$ cat src/rtl/hyperbus_ctrl.sv
// HyperBus single-word transaction engine: CA phase, latency, one data word.
// Drives a word-wide PHY; DDR serialisation and pin timing live in the PHY.
module hyperbus_ctrl #(
    parameter int HBUS_ADDR_WIDTH = 32,
    parameter int HBUS_DATA_WIDTH = 16,
    parameter int LATENCY         = 6,
    parameter int READ_TIMEOUT    = 64,
    parameter int CS_RECOVERY     = 2
) (
    input  logic                       hbus_clk,
    input  logic                       hbus_rst,
    input  logic [HBUS_ADDR_WIDTH-1:0] hbus_adr_i,
    input  logic [HBUS_DATA_WIDTH-1:0] hbus_dat_i,
    input  logic [1:0]                 hbus_mask_i,
    input  logic                       hbus_rrq,
    input  logic                       hbus_wrq,
    output logic [HBUS_DATA_WIDTH-1:0] hbus_dat_o,
    output logic                       hbus_ready,
    output logic                       hbus_valid,
    output logic                       hbus_busy,
    output logic                       hbus_err,
    output logic                       phy_cs_n,
    output logic                       phy_ck_en,
    output logic [HBUS_DATA_WIDTH-1:0] phy_dq_o,
    output logic                       phy_dq_oe,
    output logic [1:0]                 phy_rwds_o,
    output logic                       phy_rwds_oe,
    input  logic                       phy_rwds_i,
    input  logic [HBUS_DATA_WIDTH-1:0] phy_dq_i,
    input  logic                       phy_dq_valid_i
);

    typedef enum logic [2:0] {
        S_IDLE,
        S_CA,
        S_LAT,
        S_WDATA,
        S_RDATA,
        S_RECOV
    } state_t;

    localparam int CW = 16;
    localparam logic [CW-1:0] CA_LAST   = CW'(2);
    localparam logic [CW-1:0] LAT_LAST  = CW'(LATENCY - 1);
    localparam logic [CW-1:0] LAT2_LAST = CW'(2 * LATENCY - 1);
    localparam logic [CW-1:0] TO_LAST   = CW'(READ_TIMEOUT - 1);
    localparam logic [CW-1:0] REC_LAST  = CW'(CS_RECOVERY - 1);

    state_t state;
    state_t state_d;

    logic [CW-1:0]              cnt;
    logic [HBUS_ADDR_WIDTH-1:0] adr_q;
    logic [HBUS_DATA_WIDTH-1:0] dat_q;
    logic [1:0]                 mask_q;
    logic                       rd_q;
    logic                       dbl_q;

    logic [HBUS_ADDR_WIDTH-1:0] adr_sh;
    logic [31:0]                wa;
    logic [47:0]                ca;
    logic                       req;
    logic                       lat_done;
    logic                       rd_timeout;
    logic                       rd_done;
    logic                       rd_err;

    // Device addresses 16-bit words, so the byte address is halved.
    assign adr_sh = adr_q >> 1;
    assign wa     = 32'(adr_sh);
    assign ca     = {rd_q, 1'b0, 1'b1, wa[31:3], 13'd0, wa[2:0]};

    assign req        = hbus_wrq | hbus_rrq;
    assign lat_done   = (cnt == (dbl_q ? LAT2_LAST : LAT_LAST));
    assign rd_timeout = (cnt == TO_LAST);
    assign rd_done    = (state == S_RDATA) & (phy_dq_valid_i | rd_timeout);
    assign rd_err     = (state == S_RDATA) & ~phy_dq_valid_i & rd_timeout;

    always_ff @(posedge hbus_clk or posedge hbus_rst) begin
        if (hbus_rst) begin
            state <= S_IDLE;
        end else begin
            state <= state_d;
        end
    end

    always_comb begin
        state_d     = state;
        hbus_busy   = 1'b1;
        phy_cs_n    = 1'b1;
        phy_ck_en   = 1'b0;
        phy_dq_o    = '0;
        phy_dq_oe   = 1'b0;
        phy_rwds_o  = 2'b00;
        phy_rwds_oe = 1'b0;
        unique case (state)
            S_IDLE: begin
                hbus_busy = 1'b0;
                if (req) state_d = S_CA;
            end
            S_CA: begin
                phy_cs_n  = 1'b0;
                phy_ck_en = 1'b1;
                phy_dq_oe = 1'b1;
                unique case (cnt[1:0])
                    2'd0:    phy_dq_o = HBUS_DATA_WIDTH'(ca[47:32]);
                    2'd1:    phy_dq_o = HBUS_DATA_WIDTH'(ca[31:16]);
                    default: phy_dq_o = HBUS_DATA_WIDTH'(ca[15:0]);
                endcase
                if (cnt == CA_LAST) state_d = rd_q ? S_RDATA : S_LAT;
            end
            S_LAT: begin
                phy_cs_n  = 1'b0;
                phy_ck_en = 1'b1;
                if (lat_done) state_d = S_WDATA;
            end
            S_WDATA: begin
                phy_cs_n    = 1'b0;
                phy_ck_en   = 1'b1;
                phy_dq_oe   = 1'b1;
                phy_dq_o    = dat_q;
                phy_rwds_oe = 1'b1;
                phy_rwds_o  = mask_q;
                state_d     = S_RECOV;
            end
            S_RDATA: begin
                phy_cs_n  = 1'b0;
                phy_ck_en = 1'b1;
                if (rd_done) state_d = S_RECOV;
            end
            S_RECOV: begin
                if (cnt == REC_LAST) state_d = S_IDLE;
            end
            default: state_d = S_IDLE;
        endcase
    end

    always_ff @(posedge hbus_clk or posedge hbus_rst) begin
        if (hbus_rst) begin
            cnt        <= '0;
            adr_q      <= '0;
            dat_q      <= '0;
            mask_q     <= 2'b00;
            rd_q       <= 1'b0;
            dbl_q      <= 1'b0;
            hbus_dat_o <= '0;
            hbus_ready <= 1'b0;
            hbus_valid <= 1'b0;
            hbus_err   <= 1'b0;
        end else begin
            // Every state counts its own cycles from zero.
            if ((state_d != state) || (state == S_IDLE)) begin
                cnt <= '0;
            end else begin
                cnt <= cnt + CW'(1);
            end
            hbus_ready <= (state == S_WDATA);
            hbus_valid <= rd_done;
            hbus_err   <= rd_err;
            // A simultaneous write and read request resolves to the write.
            if ((state == S_IDLE) && req) begin
                adr_q  <= hbus_adr_i;
                dat_q  <= hbus_dat_i;
                mask_q <= hbus_mask_i;
                rd_q   <= ~hbus_wrq;
            end
            if ((state == S_CA) && (cnt == '0)) begin
                dbl_q <= phy_rwds_i;
            end
            if ((state == S_RDATA) && phy_dq_valid_i) begin
                hbus_dat_o <= phy_dq_i;
            end else if (rd_err) begin
                hbus_dat_o <= '0;
            end
        end
    end

endmodule

$ cat config.mk
export PLATFORM = sky130hd
export DESIGN_NAME = hyperbus_ctrl
export DESIGN_NICKNAME = d
export VERILOG_FILES = /design/src/rtl/hyperbus_ctrl.sv
export SDC_FILE = /design/constraint.sdc
export NUM_CORES = 1
export LEC_CHECK = 0
export ABC_CLOCK_PERIOD_IN_PS = 7400
export BUFFER_PORTS_ARGS = -buffer_cell sky130_fd_sc_hd__buf_2
export CORE_MARGIN = 8
export CORE_UTILIZATION = 55
export CTS_BUF_LIST = sky130_fd_sc_hd__clkbuf_8
export CTS_CLUSTER_SIZE = 25
export DETAILED_ROUTE_END_ITERATION = 10
export PLACE_DENSITY = 0.95
export SLEW_MARGIN = 20
export SYNTH_ARGS = -nofsm -noshare
export SYNTH_HDL_FRONTEND = slang
export SYNTH_SLANG_ARGS = --single-unit
export TNS_END_PERCENT = 50
$ cat constraint.sdc
create_clock -name hbus_clk -period 7.4 [get_ports hbus_clk]
set_input_delay 0.37 -clock hbus_clk [delete_from_list [all_inputs] [get_ports hbus_clk]]
set_output_delay 0.37 -clock hbus_clk [all_outputs]
set_load 0.02 [all_outputs]
Yosys cells after proc, flatten, opt, wreduce, memory -nomap -nowiden
Cells that the tools add are included.
{"block": "totals", "elab_cells": 59, "mem_bits_ro": 0, "regBits": 90, "latch_bits": 0, "input_bits": 72, "ramBits": 0, "n_memories": 0}
{"block": "op_classes", "add_sub_neg": 1, "div_mod_pow": 0, "muxes": 19, "reduce_logical": 10, "n_bitwise": 7, "n_lt_le_gt_ge": 0, "n_eq_ne": 11, "n_mul": 0, "n_shift": 0}
{"op": "$pmux W16 S2", "count": 2}
{"op": "$mux W16", "count": 3}
{"op": "$mux W3", "count": 6}
{"op": "$pmux W3 S6", "count": 1}
{"op": "$add A16 B1 Y16 const B", "count": 1}
{"op": "$eq A16 B1 Y1 const B", "count": 1}
{"op": "$eq A16 B2 Y1 const B", "count": 1}
{"op": "$eq A16 B4 Y1", "count": 1}
{"op": "$eq A16 B6 Y1 const B", "count": 1}
{"op": "$logic_not A16 Y1", "count": 1}
{"op": "$eq A3 B2 Y1 const B", "count": 2}
{"op": "$eq A3 B3 Y1 const B", "count": 2}
{"op": "$mux W1", "count": 5}
{"op": "$mux W4", "count": 1}
{"op": "$reduce_or A4 Y1", "count": 1}
{"op": "$and A1 B1 Y1", "count": 3}
{"op": "$eq A3 B1 Y1 const B", "count": 1}
{"op": "$logic_and A1 B1 Y1", "count": 3}
{"op": "$logic_not A3 Y1", "count": 1}
{"op": "$ne A3 B3 Y1", "count": 1}
{"op": "$eq A2 B1 Y1 const B", "count": 1}
{"op": "$logic_not A2 Y1", "count": 1}
{"op": "$mux W2", "count": 1}
{"op": "$not A1 Y1", "count": 2}
{"op": "4 further kinds", "count": 5}

Logic depth before layout (Yosys ltp)
Gate-level depths: netlist of the first run.
{"block": "depth", "word_depth": 8, "depth_mapped": 8, "depth_no_buf": 7}

Least setup slack after synthesis of the first run
Ideal clock, no wire load.
{"block": "synth_path", "path_kind": "flip-flop to output port", "start": "reg state[2]", "end": "out phy_dq_o[15]", "path_stages_with_launch": 7, "slack_ns": 5.165, "t_arrival_ns": 1.865, "path_cell_list": "dfrtp_1 -> clkbuf_1 -> nand2b_1 -> nor2_1 -> clkbuf_1 -> a222oi_1 -> inv_1"}
{"block": "synth_between", "elab_chain_cells": 2}
{"element": "from (decl)", "line_no": "49", "text": "state_t state;"}
{"element": "from (signal assigned)", "line_no": "83", "text": "state <= state_d;"}
{"element": "$eq A3 B2 Y1 or $eq A3 B1 Y1 (tied branches)", "line_no": "96", "text": "unique case (state)"}
{"element": "$pmux W16 S2 (*)", "line_no": "96"}
{"element": "to (decl)", "line_no": "24", "text": "output logic [HBUS_DATA_WIDTH-1:0] phy_dq_o,"}
Every way passes the cells marked *; elsewhere a longest branch is shown, timed or not.

Worst setup path after layout of the first run
{"block": "layout_path", "start": "reg state[2]", "end": "out phy_dq_o[6]"}
The elaborated chain is that of the path after synthesis.

==> reports/metrics.csv, run 1 <==
metric,value,unit
crit_buf_inv,3,
period_needed,2.88,ns
finalHoldViolCount,0,
fmax,347,MHz
n_antenna_cell,0,
insertion_delay,0.35,ns
required,7.03,ns
fill_cells,526,
ys_types,43,
first_iter_violations,233,
ant_nets,0,
ios,114,
avgRoutedWirePerCell,17.4,um
synth_top_area_cell,dfrtp_1,
rsz0062_at_grt,false,
synth_seq_cells,89,
synth_nets,406,
slew-limit-headroom,48.6,%
hold_path_class,input pin to flop,
overflow,0,
num-nets-final,512,
synth.cell_area,0.00405,sq mm
path_cells,nand2b_1 -> inv_1 -> and3_1 -> a222oi_1 -> inv_1 -> buf_2,
grt_pass1_vias,3171,
core_area,0.00721,sq mm
skew,0.0117,ns
cpMostUsedCell,inv_1,
slew_viol_final,0,
dp_hpwl,6.76,mm
routed_wirelength,9.40,mm
ctsHoldBuffers,0,
ys_seq_area_share,55.0,%
grt_first_pass_wirelength,15.3,mm
clkSinkCount,89,
setup_viol,0,
final_cell_mix,"112 x buf_2, 89 x dfrtp_1, 47 x mux2_2",
tritoncts,built,
dr.pass1.iters,5,
critPathTopFamily,simple AND/OR/NAND/NOR gates,
grt_max_degree,90,
synthCells,330,
cts_setup_buffers,0,
cp.arrival,2.51,ns
peakVddDrop,0.241,mV
rows,31,
place_congestion,0.819,
ctsHtreeMaxLevel,3,
dieArea,0.0104,sq mm
synthTopCellsByArea,"dfrtp_1 55%, mux2_2 13%, a22o_1 4.1%",
clockBufferDepth,2,
cap_violations,0,
die_h,102,um
viasPerCell,5.64,
post-route-period-util,38.9,%
powerDensity,404,mW/mm^2
worst_pin_slew,0.772,ns
start_kind,flop,
crit_path_max_fanout,12,
synth_ff_type,dfrtp_1,
layout.cells.non_filler,540,
track_usage,18.8,%
cpMaxStageDelayCell,dfrtp_1,
antenna_found_initial,0,
final_common_cell,buf_2,
synth_edf_count,0,
cts_resized,0,
yosys_warnings,0,
placed_cells,524,
cts-root-buf,clkbuf_8,
fin_setup_tns,0,ns
slowest_delay,0.58,ns
cts_buffers,9,
avgSynthCellArea,12.3,sq um
die_w,102,um
drive_above_1_share,43.1,%
initial_core_util,56.2,%
vias,3043,
synthArstFlopShare,100,%
cts.clk_slew.worst_paths,0.09,ns
cp-end-kind,output pin,
path_class,flop to output pin,
synth_top_area_share,55.0,%
portBuffers,112,
syn2layout_area_growth,20.6,%
status,completed,
power.leakage,2.37,nW
drc_errors,0,
flip-flops by register name, indices dropped and copies added, names as in the netlist:
| name | flops |
|---|---|
| dbl_q | 1 |
| hbus_err | 1 |
| dat_q | 16 |
| adr_q | 31 |
| state | 3 |
| mask_q | 2 |
| hbus_dat_o | 16 |
| hbus_ready | 1 |
| rd_q | 1 |
| cnt | 16 |
| hbus_valid | 1 |
report_power, final:
group | internal (mW) | total (mW) | switching, mW
sequential | 0.685 | 0.809 | 0.125
combinational | 0.364 | 0.822 | 0.458
clock | 0.177 | 0.345 | 0.168
total | 1.23 | 1.98 | 0.751
cells by family (layout without fill, tap and decap cells):
logic type / count (synthesis) / count (layout) / synth area share, %
flip-flops: 89 / 89 / 55.0
AND/OR/NAND/NOR: 83 / 83 / 12.3
AO/OA/AOI/OAI: 50 / 50 / 11.0
multiplexers: 47 / 47 / 13.1
buffers and inverters: 43 / 154 / 4.38
XOR/XNOR: 14 / 14 / 3.03
adder cells (fa/ha/maj): 4 / 4 / 1.23
Yosys cell counts (3+ instances only):
master	instances
nand3_1	6
nand4_1	3
mux2_2	47
xor2_1	7
dfrtp_1	89
nor2_1	9
a222oi_1	10
inv_1	24
nand2_1	15
and3_1	6
a221oi_1	6
a22o_1	19
clkbuf_1	11
xnor2_1	7
a21oi_1	4
o21ai_0	5
ha_1	4
buf_2	7
nor3_1	22
or4_4	3
routing by layer:
metal	vias up	part of all wire, %	global-route usage (%)
li1	1412	-	-
met4	0	1.2	6.21
met3	11	7.1	5.11
met2	120	52	32.6
met1	1500	39	22.0
met5	-	0	0
final cells by class:
| cell class | instances | area (sq um) | share of cell area (%) |
|---|---|---|---|
| multi-input combinational | 198 | 1650 | 33.8 |
| clock inverter | 5 | 61.3 | 1.25 |
| inverter | 24 | 91.3 | 1.87 |
| tap | 99 | 124 | 2.54 |
| clock buffer | 11 | 151 | 3.10 |
| sequential | 89 | 2230 | 45.6 |
| timing repair buffer | 114 | 579 | 11.9 |
through the flow:
step / util [%] / setup slack, ns / hold WS, ns / area [sq um] / power, mW
2_1_floorplan: - / 4.72 / 0.456 / 4050 / 1.42
3_3_place_gp: 64.7 / 4.79 / 0.481 / 4670 / 1.59
3_5_place_dp: 64.7 / 4.66 / 0.487 / 4670 / 1.64
4_1_cts: 67.6 / 4.23 / 0.177 / 4880 / 1.99
5_1_grt: 67.7 / 4.41 / 0.184 / 4890 / 2.10
6_report: 67.7 / 4.52 / 0.209 / 4890 / 1.98
path summary, 6_finish.rpt:
check | from | to | slack, ns | cells past startpoint
min in group asynchronous | hbus_rst | mask_q[0]$_DFFE_PP0P_ | 0.23 | 3
max in group asynchronous | hbus_rst | adr_q[28]$_DFFE_PP0P_ | 6.67 | 3
max | state[2]$_DFF_PP0_ | phy_dq_o[6] | 4.52 | 6
min | hbus_wrq | rd_q$_DFFE_PP0P_ | 0.21 | 2
max reg2reg | cnt[1]$_DFF_PP0_ | cnt[15]$_DFF_PP0_ | 4.94 | 7
min reg2reg | hbus_dat_o[11]$_DFFE_PP0P_ | hbus_dat_o[11]$_DFFE_PP0P_ | 0.50 | 1
No activity file was read; power rests on OpenSTA's default activity.
==> inputs of run 2 (changes only) <==
--- a/config.mk
+++ b/config.mk
@@ -5,14 +5,14 @@
 export SDC_FILE = /design/constraint.sdc
 export NUM_CORES = 1
 export LEC_CHECK = 0
-export ABC_CLOCK_PERIOD_IN_PS = 7400
+export ABC_CLOCK_PERIOD_IN_PS = 3020
 export BUFFER_PORTS_ARGS = -buffer_cell sky130_fd_sc_hd__buf_2
 export CORE_MARGIN = 8
-export CORE_UTILIZATION = 55
+export CORE_UTILIZATION = 54
 export CTS_BUF_LIST = sky130_fd_sc_hd__clkbuf_8
 export CTS_CLUSTER_SIZE = 25
 export DETAILED_ROUTE_END_ITERATION = 10
-export PLACE_DENSITY = 0.95
+export PLACE_DENSITY = 0.93
 export SLEW_MARGIN = 20
 export SYNTH_ARGS = -nofsm -noshare
 export SYNTH_HDL_FRONTEND = slang
==> constraint.sdc (replaced) <==
create_clock -name hbus_clk -period 3.02 [get_ports hbus_clk]
set_input_delay 0.151 -clock hbus_clk [delete_from_list [all_inputs] [get_ports hbus_clk]]
set_output_delay 0.151 -clock hbus_clk [all_outputs]
set_load 0.02 [all_outputs]
==> reports/metrics.csv, run 2 (synthesized netlist as in run 1, its figures left out) <==
metric,value,unit
worst_pin_slew,0.813,ns
cpMostUsedCell,inv_1,
routed.top_layer,met4,
cts_setup_buffers,0,
ctsHtreeMaxLevel,3,
insertion_delay,0.36,ns
grt_pass1_vias,3231,
antenna_found_initial,1,
powerDensity,980,mW/mm^2
cap_violations,0,
routed_wirelength,9.84,mm
final_common_cell,buf_2,
cp.arrival,2.43,ns
peakVddDrop,0.470,mV
wl_met2,5.05,mm
total_power,4.81,mW
ios,114,
power.leakage,2.38,nW
largest_register_ffs,31,
dr.pass1.iters,6,
post-route-period-util,85.5,%
slowest_delay,0.60,ns
fin_util,67.7,%
hold-worst-slack,0.0128,ns
drive_above_1_share,42.2,%
rows,31,
place_congestion,0.819,
cpMaxStageDelayCell,dfrtp_1,
avgRoutedWirePerCell,18.0,um
track_usage,19.2,%
crit_path_max_fanout,12,
path_class,flop to output pin,
placed_cells,526,
drt-met1-wl,3.89,mm
final_cell_mix,"112 x buf_2, 89 x dfrtp_1, 47 x mux2_2",
reg2reg_depth,6,
die_h,103,um
initial_core_util,55.9,%
cts-root-buf,clkbuf_8,
syn2layout_area_growth,21.1,%
vias,3114,
clockBufferDepth,2,
slew-limit-headroom,45.8,%
tritoncts,built,
cts.clk_slew.worst_paths,0.10,ns
num-nets-final,518,
status,completed,
core_area,0.00725,sq mm
portBuffers,112,
start_kind,flop,
layout.cells.non_filler,546,
holdPathStages,3,
finalHoldViolCount,0,
slew_viol_final,0,
path_cells,nand2b_1 -> inv_1 -> and3_1 -> a222oi_1 -> inv_1 -> buf_2,
routed-wl-met3,666,um
cts_buffers,9,
period_needed,2.58,ns
rsz0062_at_grt,false,
fin_setup_tns,0,ns
regMostFlops,adr_q,
dieArea,0.0105,sq mm
overflow,0,
skew,0.0162,ns
grt_max_degree,54,
fmax,387,MHz
die_w,103,um
clkSinkCount,89,
setup_viol,0,
viasPerCell,5.70,
required,2.87,ns
dp_hpwl,7.04,mm
first_iter_violations,258,
cp-end-kind,output pin,
hold_path_class,input pin to flop,
ant_nets,0,
grt_first_pass_wirelength,15.7,mm
drc_errors,0,
## run 2: cell count changes in the layout (fill, tap and decap cells not counted), moves of 2 or more
| cell | delta |
|---|---|
| dlygate4sd3_1 | +4 |
| buf_4 | +3 |
| clkbuf_8 | -2 |
| clkinvlp_4 | +2 |
| inv_1 | +2 |
## run 2: per-layer routing
layer | up-vias | global-route usage, %
met3 | 19 | 4.52
met5 | - | 0
met2 | 124 | 32.7
li1 | 1422 | -
met1 | 1549 | 22.4
met4 | 0 | 9.14
## run 2: stage by stage
stage / area [sq um] / worst slack [ns]
after floorplan: 4050 / 0.562
after global placement: 4680 / 0.660
after detailed placement: 4680 / 0.509
after CTS: 4910 / 0.439
after global routing: 4910 / 0.232
final: 4910 / 0.436
## run 2: power breakdown
part | switching (mW) | leakage (nW) | internal (mW) | total [mW]
Clock | 0.409 | 0.0943 | 0.375 | 0.785
Combinational | 1.14 | 1.18 | 0.896 | 2.04
Sequential | 0.314 | 1.10 | 1.68 | 1.99
## run 2: cell type report
type / instances / area, sq um
Clock inverter: 6 / 61.3
Tap cell: 99 / 124
Sequential cell: 89 / 2230
Fill cell: 508 / 2340
Antenna cell: 1 / 2.50
Multi-Input combinational cell: 198 / 1650
Inverter: 24 / 91.3
Clock buffer: 9 / 124
Timing Repair Buffer: 120 / 631
## run 2: final timing paths
check,from,slack (ns),endpoint
max,state[2]$_DFF_PP0_,0.44,phy_dq_o[7]
min,hbus_dat_i[1],0.01,dat_q[1]$_DFFE_PP0P_
max reg2reg,cnt[0]$_DFF_PP0_,0.50,cnt[0]$_DFF_PP0_
min reg2reg,hbus_dat_o[2]$_DFFE_PP0P_,0.51,hbus_dat_o[2]$_DFFE_PP0P_
max in group asynchronous,hbus_rst,1.62,adr_q[20]$_DFFE_PP0P_
min in group asynchronous,hbus_rst,0.47,state[2]$_DFF_PP0_
## run 2: worst max-delay path, delay by kind of cell (launching register included)
family	cells	cell delay, ns
AOI/OAI and AO/OA	1	0.37
DFF	1	0.60
buffers and inverters	3	0.38
and+or+nand+nor	2	0.71
## run 2: repair_timing
item,in CTS,in global routing
resized for setup,0,0
endpoints found under the hold margin,48,0
hold buffers,4,0
==> inputs of run 3 (changes only) <==
--- a/config.mk
+++ b/config.mk
@@ -5,14 +5,15 @@
 export SDC_FILE = /design/constraint.sdc
 export NUM_CORES = 1
 export LEC_CHECK = 0
-export ABC_CLOCK_PERIOD_IN_PS = 3020
+export ABC_CLOCK_PERIOD_IN_PS = 2200
 export BUFFER_PORTS_ARGS = -buffer_cell sky130_fd_sc_hd__buf_2
 export CORE_MARGIN = 8
-export CORE_UTILIZATION = 54
+export CORE_UTILIZATION = 49
 export CTS_BUF_LIST = sky130_fd_sc_hd__clkbuf_8
 export CTS_CLUSTER_SIZE = 25
 export DETAILED_ROUTE_END_ITERATION = 10
-export PLACE_DENSITY = 0.93
+export PLACE_DENSITY = 0.9
+export REMOVE_ABC_BUFFERS = 1
 export SLEW_MARGIN = 20
 export SYNTH_ARGS = -nofsm -noshare
 export SYNTH_HDL_FRONTEND = slang
==> constraint.sdc (replaced) <==
create_clock -name hbus_clk -period 2.2 [get_ports hbus_clk]
set_input_delay 0.11 -clock hbus_clk [delete_from_list [all_inputs] [get_ports hbus_clk]]
set_output_delay 0.11 -clock hbus_clk [all_outputs]
set_load 0.02 [all_outputs]
==> reports/metrics.csv, run 3 (synthesized netlist as in run 1, its figures left out) <==
metric,value,unit
layout.cells.non_filler,631,
power_frac_comb,46.9,%
postLayoutCellArea,0.00579,sq mm
fill_cells,516,
crit_buf_inv,1,
p_clk_share,16.0,%
peakVddDrop,0.724,mV
path_cells,or4_4 -> nor3_1 -> nand4_1 -> a32oi_4 -> buf_12 -> nor3_1,
place_congestion,0.810,
ios,114,
placed_cells,544,
reg2reg_depth,6,
grt_first_pass_wirelength,19.3,mm
routed_wirelength,12.3,mm
post-route-period-util,97.3,%
portBuffers,112,
cp-end-kind,flop,
rsz0062_at_grt,true,
cts-root-buf,clkbuf_8,
drc_errors,0,
finalHoldViolCount,0,
p_seq_share,37.2,%
tritoncts,built,
holdPathStages,2,
clkSinkCount,89,
largest_register_ffs,31,
cp.arrival,2.38,ns
fmax,467,MHz
rows,33,
rr_endpoint,cnt[2]$_DFF_PP0_,
slew-limit-headroom,61.4,%
die_w,107,um
overflow,0,
critPathTopFamily,simple AND/OR/NAND/NOR gates,
p_sw,2.85,mW
p_sw_share,38.8,%
worst_pin_slew,0.579,ns
num-nets-final,595,
r2r-start,cnt[8]$_DFF_PP0_,
slowest_delay,0.59,ns
grt_max_degree,74,
vias,3558,
viasPerCell,5.64,
power.leakage,2.76,nW
required,2.44,ns
die_h,107,um
cts.clk_slew.worst_paths,0.10,ns
ctsHtreeMaxLevel,3,
insertion_delay,0.37,ns
final_common_cell,buf_2,
cts_buffers,9,
first_iter_violations,350,
crit_path_max_fanout,16,
core_area,0.00813,sq mm
dp_hpwl,7.08,mm
grt_pass1_vias,3814,
cpMaxStageDelayCell,or4_4,
syn2layout_area_growth,42.9,%
hold_path_class,input pin to flop,
fin_setup_tns,0,ns
avgRoutedWirePerCell,19.4,um
dpl_worst_slack,0.108,ns
hold_end,dat_q[7]$_DFFE_PP0P_,
internal-power,4.51,mW
total_power,7.36,mW
track_usage,21.4,%
powerDensity,1270,mW/mm^2
setup_viol,0,
cpMostUsedCell,nor3_1,
initial_core_util,49.8,%
dr.pass1.iters,7,
final_cell_mix,"109 x buf_2, 87 x dfrtp_1, 62 x dlygate4sd3_1",
status,completed,
layout_setup_ws,0.0596,ns
rrSetupSlack,0.06,ns
cap_violations,0,
antenna_found_initial,2,
slew_viol_final,0,
dieArea,0.0114,sq mm
regMostFlops,adr_q,
drive_above_1_share,42.2,%
place_area,0.00484,sq mm
clockBufferDepth,2,
min-delay-start,hbus_dat_i[7],
skew,0.0256,ns
path_class,flop to flop,
ant_nets,0,
period_needed,2.14,ns
start_kind,flop,
[run 3: cell types whose count changed in the layout (fill, tap and decap cells not counted), sizes merged]
| cell | before | now |
|---|---|---|
| buf | 116 | 135 |
| clkbuf | 9 | 10 |
| clkinv | 1 | 4 |
| clkinvlp | 2 | 1 |
| diode | 1 | 2 |
| dlygate4sd3 | 4 | 62 |
| inv | 26 | 24 |
[run 3: worst max path at each step]
stage,startpoint,cells past startpoint,endpoint
6_report,cnt[8]$_DFF_PP0_,6,cnt[2]$_DFF_PP0_
3_3_place_gp,cnt[8]$_DFF_PP0_,6,cnt[14]$_DFF_PP0_
3_5_place_dp,cnt[0]$_DFF_PP0_,8,cnt[14]$_DFF_PP0_
2_1_floorplan,state[1]$_DFF_PP0_,5,cnt[10]$_DFF_PP0_
5_1_grt,cnt[0]$_DFF_PP0_,7,cnt[13]$_DFF_PP0_
4_1_cts,state[0]$_DFF_PP0_,7,phy_dq_o[15]
[run 3: stage by stage]
stage | util (%) | hold WS, ns
2_1_floorplan | - | 0.196
3_3_place_gp | 59.5 | 0.0637
3_5_place_dp | 59.5 | 0.0691
4_1_cts | 69.7 | 0.00411
5_1_grt | 71.2 | -0.000964
6_report | 71.2 | 0.0177
[run 3: power by group through the flow]
stage | registers [mW] | clock network [mW] | logic [mW]
after floorplan | 2.81 | 0 | 1.86
after CTS | 2.69 | 1.16 | 3.18
after global placement | 2.66 | 0 | 2.98
after detailed placement | 2.72 | 0 | 3.08
final | 2.73 | 1.18 | 3.45
after global routing | 2.80 | 1.25 | 3.66
[run 3: what timing repair did]
item,4_1_cts,5_1_grt
endpoints found under the setup margin,10,34
pin swaps,0,10
hold endpoints to repair,77,0
resized for setup,1,20
hold buffers,62,0
setup buffers,0,7
[run 3: cell type report]
class	instances	area (sq um)	area share, %
diodes	2	5.00	0.0864
repair buffers	197	1440	24.8
inverters	24	91.3	1.58
multi-input cells	198	1690	29.2
flip-flops and latches	89	2230	38.5
clock inverters	6	65.1	1.12
well taps	105	131	2.27
clock buffers	10	138	2.38
[run 3: routing by layer]
metal	part of all wire (%)	track usage [%]
met5	0	0
met4	3.4	10.4
met3	6.0	4.38
met2	54	39.3
met1	37	23.0
[run 3: worst reg2reg max path: stages, from the launching register on]
cell and delay, ns:
dfrtp_1 0.44, or4_4 0.60, nor3_1 0.22, nand4_1 0.21, a32oi_4 0.32, buf_12 0.18, nor3_1 0.07
